`src/rtl/epochtv1_pkg.sv`:
```
// epochtv1_pkg: TV-1 timing constants and layer pixel types shared by the
// background and sprite paths.
package epochtv1_pkg;
   localparam logic [8:0] NUM_ROWS         = 9'd263;
   localparam logic [8:0] NUM_COLS         = 9'd260;
   localparam logic [8:0] FIRST_ROW_RENDER = 9'd21;
   localparam logic [8:0] LAST_ROW_RENDER  = 9'd242;
   localparam logic [8:0] FIRST_COL_RENDER = 9'd28;
   localparam logic [8:0] LAST_COL_RENDER  = 9'd219;
   localparam logic [8:0] PRE_RENDER_ROW   = 9'd20;
   typedef logic [3:0] t_clr;
   typedef struct packed {
      logic opaque;
      t_clr color;
   } s_layer_px;
   typedef enum logic {ST_IDLE, ST_FETCH} t_fetch_st;
endpackage

```
`src/rtl/epochtv1_bg_if.sv`:
```
// epochtv1_bg_if: video timing, colour registers, BGM/CHR read ports and the
// background pixel stream of the TV-1 background layer.
interface epochtv1_bg_if;
   import epochtv1_pkg::*;
   logic       CE;
   logic [8:0] ROW;
   logic [8:0] COL;
   t_clr       FG_CLR;
   t_clr       BG_CLR;
   logic [8:0] BGM_A;
   logic [7:0] BGM_D;
   logic [9:0] CHR_A;
   logic [7:0] CHR_D;
   s_layer_px  BG_PX;
   modport master (output CE, ROW, COL, FG_CLR, BG_CLR, BGM_D, CHR_D,
                   input BGM_A, CHR_A, BG_PX);
   modport slave  (input CE, ROW, COL, FG_CLR, BG_CLR, BGM_D, CHR_D,
                   output BGM_A, CHR_A, BG_PX);
endinterface

```
`src/rtl/epochtv1_bg.sv`:
```
// epochtv1_bg: fetches BGM codes and CHR patterns one cell ahead and serialises
// them MSB-first into a registered {opaque, color} background pixel stream.
module epochtv1_bg
   import epochtv1_pkg::*;
#(
   parameter logic [8:0] FIRST_ROW_RENDER = 9'd21,
   parameter logic [8:0] NUM_RENDER_ROWS  = 9'd222,
   parameter logic [8:0] FIRST_COL_RENDER = 9'd28,
   parameter logic [4:0] NUM_CELLS        = 5'd24
) (
   input logic           CLK,
   input logic           RST,
   epochtv1_bg_if.slave  b
);
   t_fetch_st  st_q;
   logic [4:0] k_q;
   logic [2:0] p_q;
   logic [7:0] code_q, pend_q, shf_q;
   logic [8:0] bgm_a_q;
   logic [9:0] chr_a_q;
   s_layer_px  px_q;
   logic       lv_q;
   logic [8:0] r;
   logic [2:0] ph;
   logic [4:0] kk;
   logic       act, go, run, win;
   // The entry edge is itself phase 0, so p_q holds the phase of the next edge.
   always_comb begin
      r = b.ROW - FIRST_ROW_RENDER;
      act = b.ROW >= FIRST_ROW_RENDER && r < NUM_RENDER_ROWS;
      go = st_q == ST_IDLE && act && b.COL == FIRST_COL_RENDER - 9'd8;
      run = act && (go || st_q == ST_FETCH);
      ph = go ? 3'd0 : p_q;
      kk = go ? 5'd0 : k_q;
      win = act && lv_q && b.COL >= FIRST_COL_RENDER
            && b.COL <= FIRST_COL_RENDER + {1'b0, NUM_CELLS, 3'b000} - 9'd1;
   end
   // lv_q marks a line whose fetch started at the proper column; a reset
   // mid-line clears it so the remainder of that line stays blank.
   always_ff @(posedge CLK)
      if (RST) begin
         st_q <= ST_IDLE;
         k_q <= '0;
         p_q <= '0;
         code_q <= '0;
         pend_q <= '0;
         shf_q <= '0;
         bgm_a_q <= '0;
         chr_a_q <= '0;
         px_q <= '0;
         lv_q <= 1'b0;
      end else if (b.CE) begin
         px_q <= win ? (shf_q[7] ? {1'b1, b.FG_CLR} : {1'b0, b.BG_CLR}) : 5'd0;
         if (win) shf_q <= {shf_q[6:0], 1'b0};
         if (!act) begin
            st_q <= ST_IDLE;
            lv_q <= 1'b0;
         end else if (go) lv_q <= 1'b1;
         if (run) begin
            p_q <= ph + 3'd1;
            if (go) begin
               st_q <= ST_FETCH;
               k_q <= 5'd0;
            end
            if (ph == 3'd0) bgm_a_q <= {r[7:4], kk};
            if (ph == 3'd1) code_q <= b.BGM_D;
            if (ph == 3'd2) chr_a_q <= {code_q[6:0], r[3:1]};
            if (ph == 3'd3) pend_q <= b.CHR_D ^ {8{code_q[7]}};
            if (ph == 3'd7) begin
               shf_q <= pend_q;
               k_q <= k_q + 5'd1;
               if (k_q == NUM_CELLS - 5'd1) st_q <= ST_IDLE;
            end
         end
      end
   assign b.BGM_A = bgm_a_q;
   assign b.CHR_A = chr_a_q;
   assign b.BG_PX = px_q;
endmodule

```
`src/flat_wrapper.sv`:
```
// flat-port wrapper written by rule: the top's interface ports become plain ports
module epochtv1_bg_flat import epochtv1_pkg::*;
#(
   parameter logic [8:0] FIRST_ROW_RENDER = 9'd21,
   parameter logic [8:0] NUM_RENDER_ROWS  = 9'd222,
   parameter logic [8:0] FIRST_COL_RENDER = 9'd28,
   parameter logic [4:0] NUM_CELLS        = 5'd24
)
  (CLK, RST, b_CE, b_ROW, b_COL, b_FG_CLR, b_BG_CLR, b_BGM_D, b_CHR_D, b_BGM_A, b_CHR_A, b_BG_PX);
  epochtv1_bg_if b_i ();
  input logic CLK;
  input logic RST;
  input wire logic [$bits(b_i.CE)-1:0] b_CE;
  input wire logic [$bits(b_i.ROW)-1:0] b_ROW;
  input wire logic [$bits(b_i.COL)-1:0] b_COL;
  input wire logic [$bits(b_i.FG_CLR)-1:0] b_FG_CLR;
  input wire logic [$bits(b_i.BG_CLR)-1:0] b_BG_CLR;
  input wire logic [$bits(b_i.BGM_D)-1:0] b_BGM_D;
  input wire logic [$bits(b_i.CHR_D)-1:0] b_CHR_D;
  output wire logic [$bits(b_i.BGM_A)-1:0] b_BGM_A;
  output wire logic [$bits(b_i.CHR_A)-1:0] b_CHR_A;
  output wire logic [$bits(b_i.BG_PX)-1:0] b_BG_PX;
  assign b_i.CE = b_CE;
  assign b_i.ROW = b_ROW;
  assign b_i.COL = b_COL;
  assign b_i.FG_CLR = b_FG_CLR;
  assign b_i.BG_CLR = b_BG_CLR;
  assign b_i.BGM_D = b_BGM_D;
  assign b_i.CHR_D = b_CHR_D;
  assign b_BGM_A = b_i.BGM_A;
  assign b_CHR_A = b_i.CHR_A;
  assign b_BG_PX = b_i.BG_PX;
  epochtv1_bg #(.FIRST_ROW_RENDER(FIRST_ROW_RENDER), .NUM_RENDER_ROWS(NUM_RENDER_ROWS), .FIRST_COL_RENDER(FIRST_COL_RENDER), .NUM_CELLS(NUM_CELLS)) u_core (.CLK(CLK), .RST(RST), .b(b_i));
endmodule
```
`config.mk`:
```
export PLATFORM = sky130hd
export DESIGN_NAME = epochtv1_bg_flat
export DESIGN_NICKNAME = d
export VERILOG_FILES = /design/src/rtl/epochtv1_pkg.sv /design/src/rtl/epochtv1_bg_if.sv /design/src/rtl/epochtv1_bg.sv /design/src/flat_wrapper.sv
export SDC_FILE = /design/constraint.sdc
export NUM_CORES = 1
export LEC_CHECK = 0
export ABC_AREA = 1
export CORE_AREA = 2 2 85 87
export CTS_BUF_LIST = sky130_fd_sc_hd__clkbuf_4
export DETAILED_ROUTE_END_ITERATION = 12
export DIE_AREA = 0 0 87 89
export HOLD_SLACK_MARGIN = 0.02
export PLACE_DENSITY = 0.79
export SLEW_MARGIN = 15
export SYNTH_ARGS = -nofsm -noshare
export SYNTH_HDL_FRONTEND = slang
export SYNTH_SLANG_ARGS = --single-unit
```
`constraint.sdc`:
```
create_clock -name CLK -period 3.3 [get_ports CLK]
set_clock_uncertainty 0.05 [all_clocks]
set_input_delay 0.66 -clock CLK [delete_from_list [all_inputs] [get_ports CLK]]
set_output_delay 0.66 -clock CLK [all_outputs]
set_load 0.02 [all_outputs]
```
# --- After elaboration in Yosys (flattened, before gate mapping) ---
# Cells that the tools add are included.
word_totals:
  ff_bits: 58
  input_bits: 45
  out_inout_bits: 24
  elab_cells: 57
classes:
  add_sub_neg: 3
  magnitude_cmp: 4
  n_eq_ne: 7
  muxes: 15
  bitwise_logic: 2
  n_reduce_logical: 15
op_table:
  columns: ["op", "n"]
  rows:
  - ["$mux W8", 3]
  - ["$mux W5", 4]
  - ["$ge A9 B5 Y1 const B", 2]
  - ["$reduce_and A3 Y1", 4]
  - ["$eq A9 B5 Y1 const B", 1]
  - ["$le A9 B8 Y1 const B", 1]
  - ["$lt A9 B8 Y1 const B", 1]
  - ["$sub A9 B5 Y9 const B", 1]
  - ["$xor A8 B8 Y8", 1]
  - ["$logic_and A1 B1 Y1", 7]
  - ["$mux W1", 7]
  - ["$eq A3 B2 Y1 const B", 2]
  - ["$add A5 B1 Y5 const B", 1]
  - ["$eq A5 B5 Y1 const B", 1]
  - ["$reduce_and A2 Y1", 2]
  - ["$add A3 B1 Y3 const B", 1]
  - ["$eq A3 B1 Y1 const B", 1]
  - ["$eq A3 B3 Y1 const B", 1]
  - ["$logic_not A3 Y1", 1]
  - ["$mux W3", 1]
  - ["$ne A2 B2 Y1 const B", 1]
  - ["$logic_or A1 B1 Y1", 1]
  - ["$not A1 Y1", 1]

# --- Longest topological paths before layout ---
depth:
  ltp_word: 9
  ltp_mapped: 24
  ltp_nobuf: 21

# --- Worst setup path before layout ---
# Ideal clock, no wire load.
synth_timing:
  path_type: "input -> register"
  startpoint: "input port b_ROW[1]"
  endpoint: "register u_core.shf_q[1]"
  setup_ns: 0.132
  arrival_ns: 3.025
  t_required_ns: 3.118
  setup_slack_ns: 0.093
  path_stages: 24
  path_buffers: 4
  cell_sequence: "inv_1 ha_1 inv_1 nand2_1 nand2_1 nand2_2 nand2_1 nand2_1 nand2_1 nor2_2 nand2_4 nand3_2 buf_6 nand2_2 buf_2 inv_1 ha_1 clkbuf_1 nand4_1 buf_2 nor2_1 nor2_1 nand2_1 a21oi_1"
synth_between:
  elab_chain_cells: 9
  word_cells_on_any_way: 16
  cone_classes: "add/sub: 1; order compare: 2; eq/ne: 1; mux: 4; reduce/logical: 8"
synth_lines:
  columns: ["item", "line_no", "source"]
  rows:
  - ["from (decl)", "flat_wrapper.sv:14", "input wire logic [$bits(b_i.ROW)-1:0] b_ROW;"]
  - ["$sub A9 B5 Y9", "epochtv1_bg.sv:29", "r = b.ROW - FIRST_ROW_RENDER;"]
  - ["$lt A9 B8 Y1", "epochtv1_bg.sv:30", "act = b.ROW >= FIRST_ROW_RENDER && r < NUM_RENDER_ROWS;"]
  - ["$logic_and A1 B1 Y1 *", "epochtv1_bg.sv:30", null]
  - ["$logic_and A1 B1 Y1 (on tied branches) (2 in series)", "epochtv1_bg.sv:31, epochtv1_bg.sv:35", null]
  - ["$mux W3 / $logic_and A1 B1 Y1 (equally long branches)", "epochtv1_bg.sv:33, epochtv1_bg.sv:36", null]
  - ["$eq A3 B3 Y1 / $mux W8 (equally long branches)", "epochtv1_bg.sv:69, epochtv1_bg.sv:54", null]
  - ["$mux W8", "epochtv1_bg.sv:69", "if (ph == 3'd7) begin"]
  - ["$mux W8 *", "epochtv1_bg.sv:59", "if (run) begin"]
  - ["to (signal assigned)", "epochtv1_bg.sv:54", "if (win) shf_q <= {shf_q[6:0], 1'b0};"]
  - ["to (signal assigned)", "epochtv1_bg.sv:70", "shf_q <= pend_q;"]
  - ["to (decl)", "epochtv1_bg.sv:18", "logic [7:0] code_q, pend_q, shf_q;"]
# Mark *: on every way between the ends. The rest lies on a longest branch, timed or not.
# A chain may end at the register's enable or synchronous reset.

# --- Final worst setup path ---
layout_timing:
  startpoint: "input port b_ROW[0]"
  endpoint: "register u_core.chr_a_q[7] (netlist: u_core.b.CHR_A[7])"
layout_between:
  elab_chain_cells: 8
  word_cells_on_any_way: 11
  cone_classes: "add/sub: 1; order compare: 2; eq/ne: 1; mux: 1; reduce/logical: 6"
layout_lines:
  columns: ["item", "line_no", "source"]
  rows:
  - ["$sub A9 B5 Y9", "epochtv1_bg.sv:29", null]
  - ["$lt A9 B8 Y1", "epochtv1_bg.sv:30", null]
  - ["$logic_and A1 B1 Y1 *", "epochtv1_bg.sv:30", null]
  - ["$logic_and A1 B1 Y1 (2 in series)", "epochtv1_bg.sv:31", "go = st_q == ST_IDLE && act && b.COL == FIRST_COL_RENDER - 9'd8;"]
  - ["$mux W3 / $logic_or A1 B1 Y1 (equally long branches)", "epochtv1_bg.sv:33, epochtv1_bg.sv:32", null]
  - ["$eq A3 B2 Y1 / $logic_and A1 B1 Y1 (equally long branches)", "epochtv1_bg.sv:67, epochtv1_bg.sv:32", null]
  - ["$reduce_and A3 Y1 (no source line) *", null, null]
  - ["to (signal assigned)", "epochtv1_bg.sv:67", "if (ph == 3'd2) chr_a_q <= {code_q[6:0], r[3:1]};"]
  - ["to (decl)", "epochtv1_bg.sv:20", "logic [9:0] chr_a_q;"]
# Marked as above.

==> qor.txt <==
run status - finished, final reports clean
first-pass GRT wire length - 12000 µm
Worst R2R Setup Slack - 1190 ps
Post-Syn Area per Cell - 6.794 µm²
floorplan row count - 30
TritonCTS clock tree - done
Logic pwr share - 11.0%
DR DRC count - 0
Yosys top cell by area - dfxtp_1
largest net degree at the start of global routing - 33
Worst R2R End - u_core.b.CHR_A[7]
crit-path most repeated cell - nand2_1
Worst Path Class, Setup - in2reg
maxcap violations - 0
synthesized flop and latch total - 58
Worst Hold Class - reg2reg
global-route track usage on met2 - 33.31%
Clock Path Buffers - 2
initial drt markers - 139
GRT overflow - 0
Mapped Cells - 456
drt first pass iters - 4
Setup crit end - u_core.b.CHR_A[7]
fraction of power spent switching nets - 25.16%
fin nets - 581
FMAX - 338.9 MHz
setup bufs post-CTS - 0
critical path required time - 3530 ps
Synthesized Nets - 508
ranking of synthesized cells by area - dfxtp_1 37%, nand2_1 13%, a21oi_1 8.1%
hpwl dp - 5227 µm
fin. max-slew vios - 0
total number of vias - 3078
Die Span Y - 89 µm
WP data arrival - 3180 ps
post-CTS resize count - 0
Fillers - 614
# setup viols final - 0
Internal - 1010 µW
boundary pin count - 69
worst slew pin tran - 752.1 ps
met3 Resource Use GR - 2.955%
final worst slack - 349.1 ps
post-layout util - 59.94%
crit path cell chain - clkdlybuf4s50_1 > inv_1 > ha_1 > inv_1 > nand2_1 > nand2_1 > nand2_2 > nand2_1 > nor2_1 > nand2_1 > nand2_1 > nand2_4 > nand3_2 > nand2_1 > buf_4 > ha_1 > inv_1 > nor2_2 > nand2_1 > nand2_1 > a21oi_1
met1 Track Usage GR - 23.14%
number of global-route vias before repair - 2911
CTS Buf Count - 9
WL/cell - 11.63 µm
CTS clk-pin slew, worst paths - 90 ps
Pwr Total - 1350 µW
initial core utilization - 46.11%
worst reg2reg startpoint - u_core.st_q
Slew Limit Headroom - 49.80%
crit end category - flip-flop
P&R area growth vs syn - 30.01%
Placer Congestion - 0.8450
CP max stage cell - clkdlybuf4s50_1
critical path startpoint category - input port
Final Hold Vio Count - 0
CP peak stage delay - 480 ps
crit path max fanout - 10
Tmin final - 2951 ps
Skew-Pair Late Insertion Delay - 410 ps
Max VDD drop - 219.9 µV
full die area - 7743 µm²
fraction of layout cells with a size suffix above 1 - 9.176%
Crit. Startpoint - b_ROW[0]
clock network fraction of total power - 36.9%
# port buffers - 68
leading cell type in the layout, fill and taps excluded - nand2_1
H-Tree Depth - 3
PwrDens - 335.1 nW/µm²
GRT Total Usage - 19.37%
R2R cell count - 14
most frequent cells in the layout - 110 x nand2_1, 68 x clkdlybuf4s50_1, 58 x dfxtp_1
register area share after synthesis - 37.48%
CP bufs+invs - 5
CP top delay family - simple AND/OR/NAND/NOR gates
synth unique cells - 31
Worst path depth - 21
post-synth top area share - 37.48%
Post-Syn Area - 3098 µm²
Synth warnings - 0
vias per cell - 5.005
Pleak - 0.001715 µW
Seq pwr share - 52.1%
Net Sw Power - 339.5 µW
DRT Wirelength - 7154 µm
hold path depth - 2
Post-DRT Antenna Nets - 0
fin crit share - 89.42%
total core area - 6719 µm²
Hold Crit Start - u_core.b.CHR_A[4]
Die W - 87 µm
initial antenna violation count - 0
cts hold-fix bufs - 0
Root Buffer - clkbuf_4
busiest grt layer - met2
TritonCTS Sinks - 58
Post-Place Worst Slack - -71.04 ps
RSZ-0062 raised after global routing - no
layout make-up:
cell class | instances | area [µm²] | area share [%]
Antenna cell | 1 | 2.502 | 0.06213
Inverter | 50 | 187.7 | 4.660
Sequential cell | 58 | 1161 | 28.83
Clock buffer | 10 | 75.07 | 1.864
Tap cell | 80 | 100.1 | 2.485
Multi-Input combinational cell | 326 | 1630 | 40.48
Clock inverter | 6 | 57.56 | 1.429
Timing Repair Buffer | 84 | 813.3 | 20.19
worst min-delay path by stage:
stage | to | slack (ps)
4_1_cts | u_core.code_q[4] | 420
5_1_grt | u_core.code_q[4] | 440
3_5_place_dp | u_core.b.CHR_A[3] | 410
2_1_floorplan | u_core.pend_q[0] | 380
3_3_place_gp | u_core.code_q[1] | 400
6_report | u_core.b.CHR_A[4] | 420
metal layers:
metal	wire [µm]	part of all wire, %
met5	0	0
met3	276	3.9
met2	3408	48
met4	150	2.1
met1	3319	46
sequential cells by signal, summed over array words and instances, names as in the netlist:
name,cells
u_core.b.BGM_A,9
u_core.b.BG_PX,5
u_core.b.CHR_A,10
u_core.code_q,8
u_core.k_q,5
u_core.lv_q,1
u_core.p_q,3
u_core.pend_q,8
u_core.shf_q,8
u_core.st_q,1
stage by stage:
step	TNS, ps	instance area [µm²]	hold WS (ps)	cells
detailed placement	-683.1	3892	405.3	598
CTS	0	4025	422.1	614
global placement	0	3892	398.8	598
finish	0	4028	417.9	615
global route	0	4025	436.9	614
floorplan	0	3098	379.8	456
cell usage after synthesis, drive strengths merged:
master and number:
nand2 114, dfxtp 58, nor2 54, a21oi 50
inv 50, nand3 43, o21ai 22, nand4 14
buf 11, clkbuf 11, ha 7, xnor2 6
o211ai 5, xor2 5, o21a 2, a211oi 1
nand3b 1, nor3 1, nor4 1
cell families after synthesis:
group                      Yosys count  share of synthesized area [%]
xor gates and xnor gates            11                          3.110
DFF                                 58                          37.48
and+or+nand+nor                    228                          32.84
AOI/OAI and AO/OA                   80                          13.85
buffers and inverters               72                          9.895
adders and majority gates            7                          2.827
power groups by stage:
stage,clock network (µW),registers [µW],logic [µW]
floorplan,0,722,67.4
global placement,0,719,146
detailed placement,0,719,148
CTS,512,703,148
global route,533,704,163
finish,499,703,148
tightest hold or removal path, stage by stage, from the launching register on:
cell	delay (ps)
dfxtp_1	320
nand2_1	60
a21oi_1	50
Note: power is estimated with default switching activity, not from simulation.
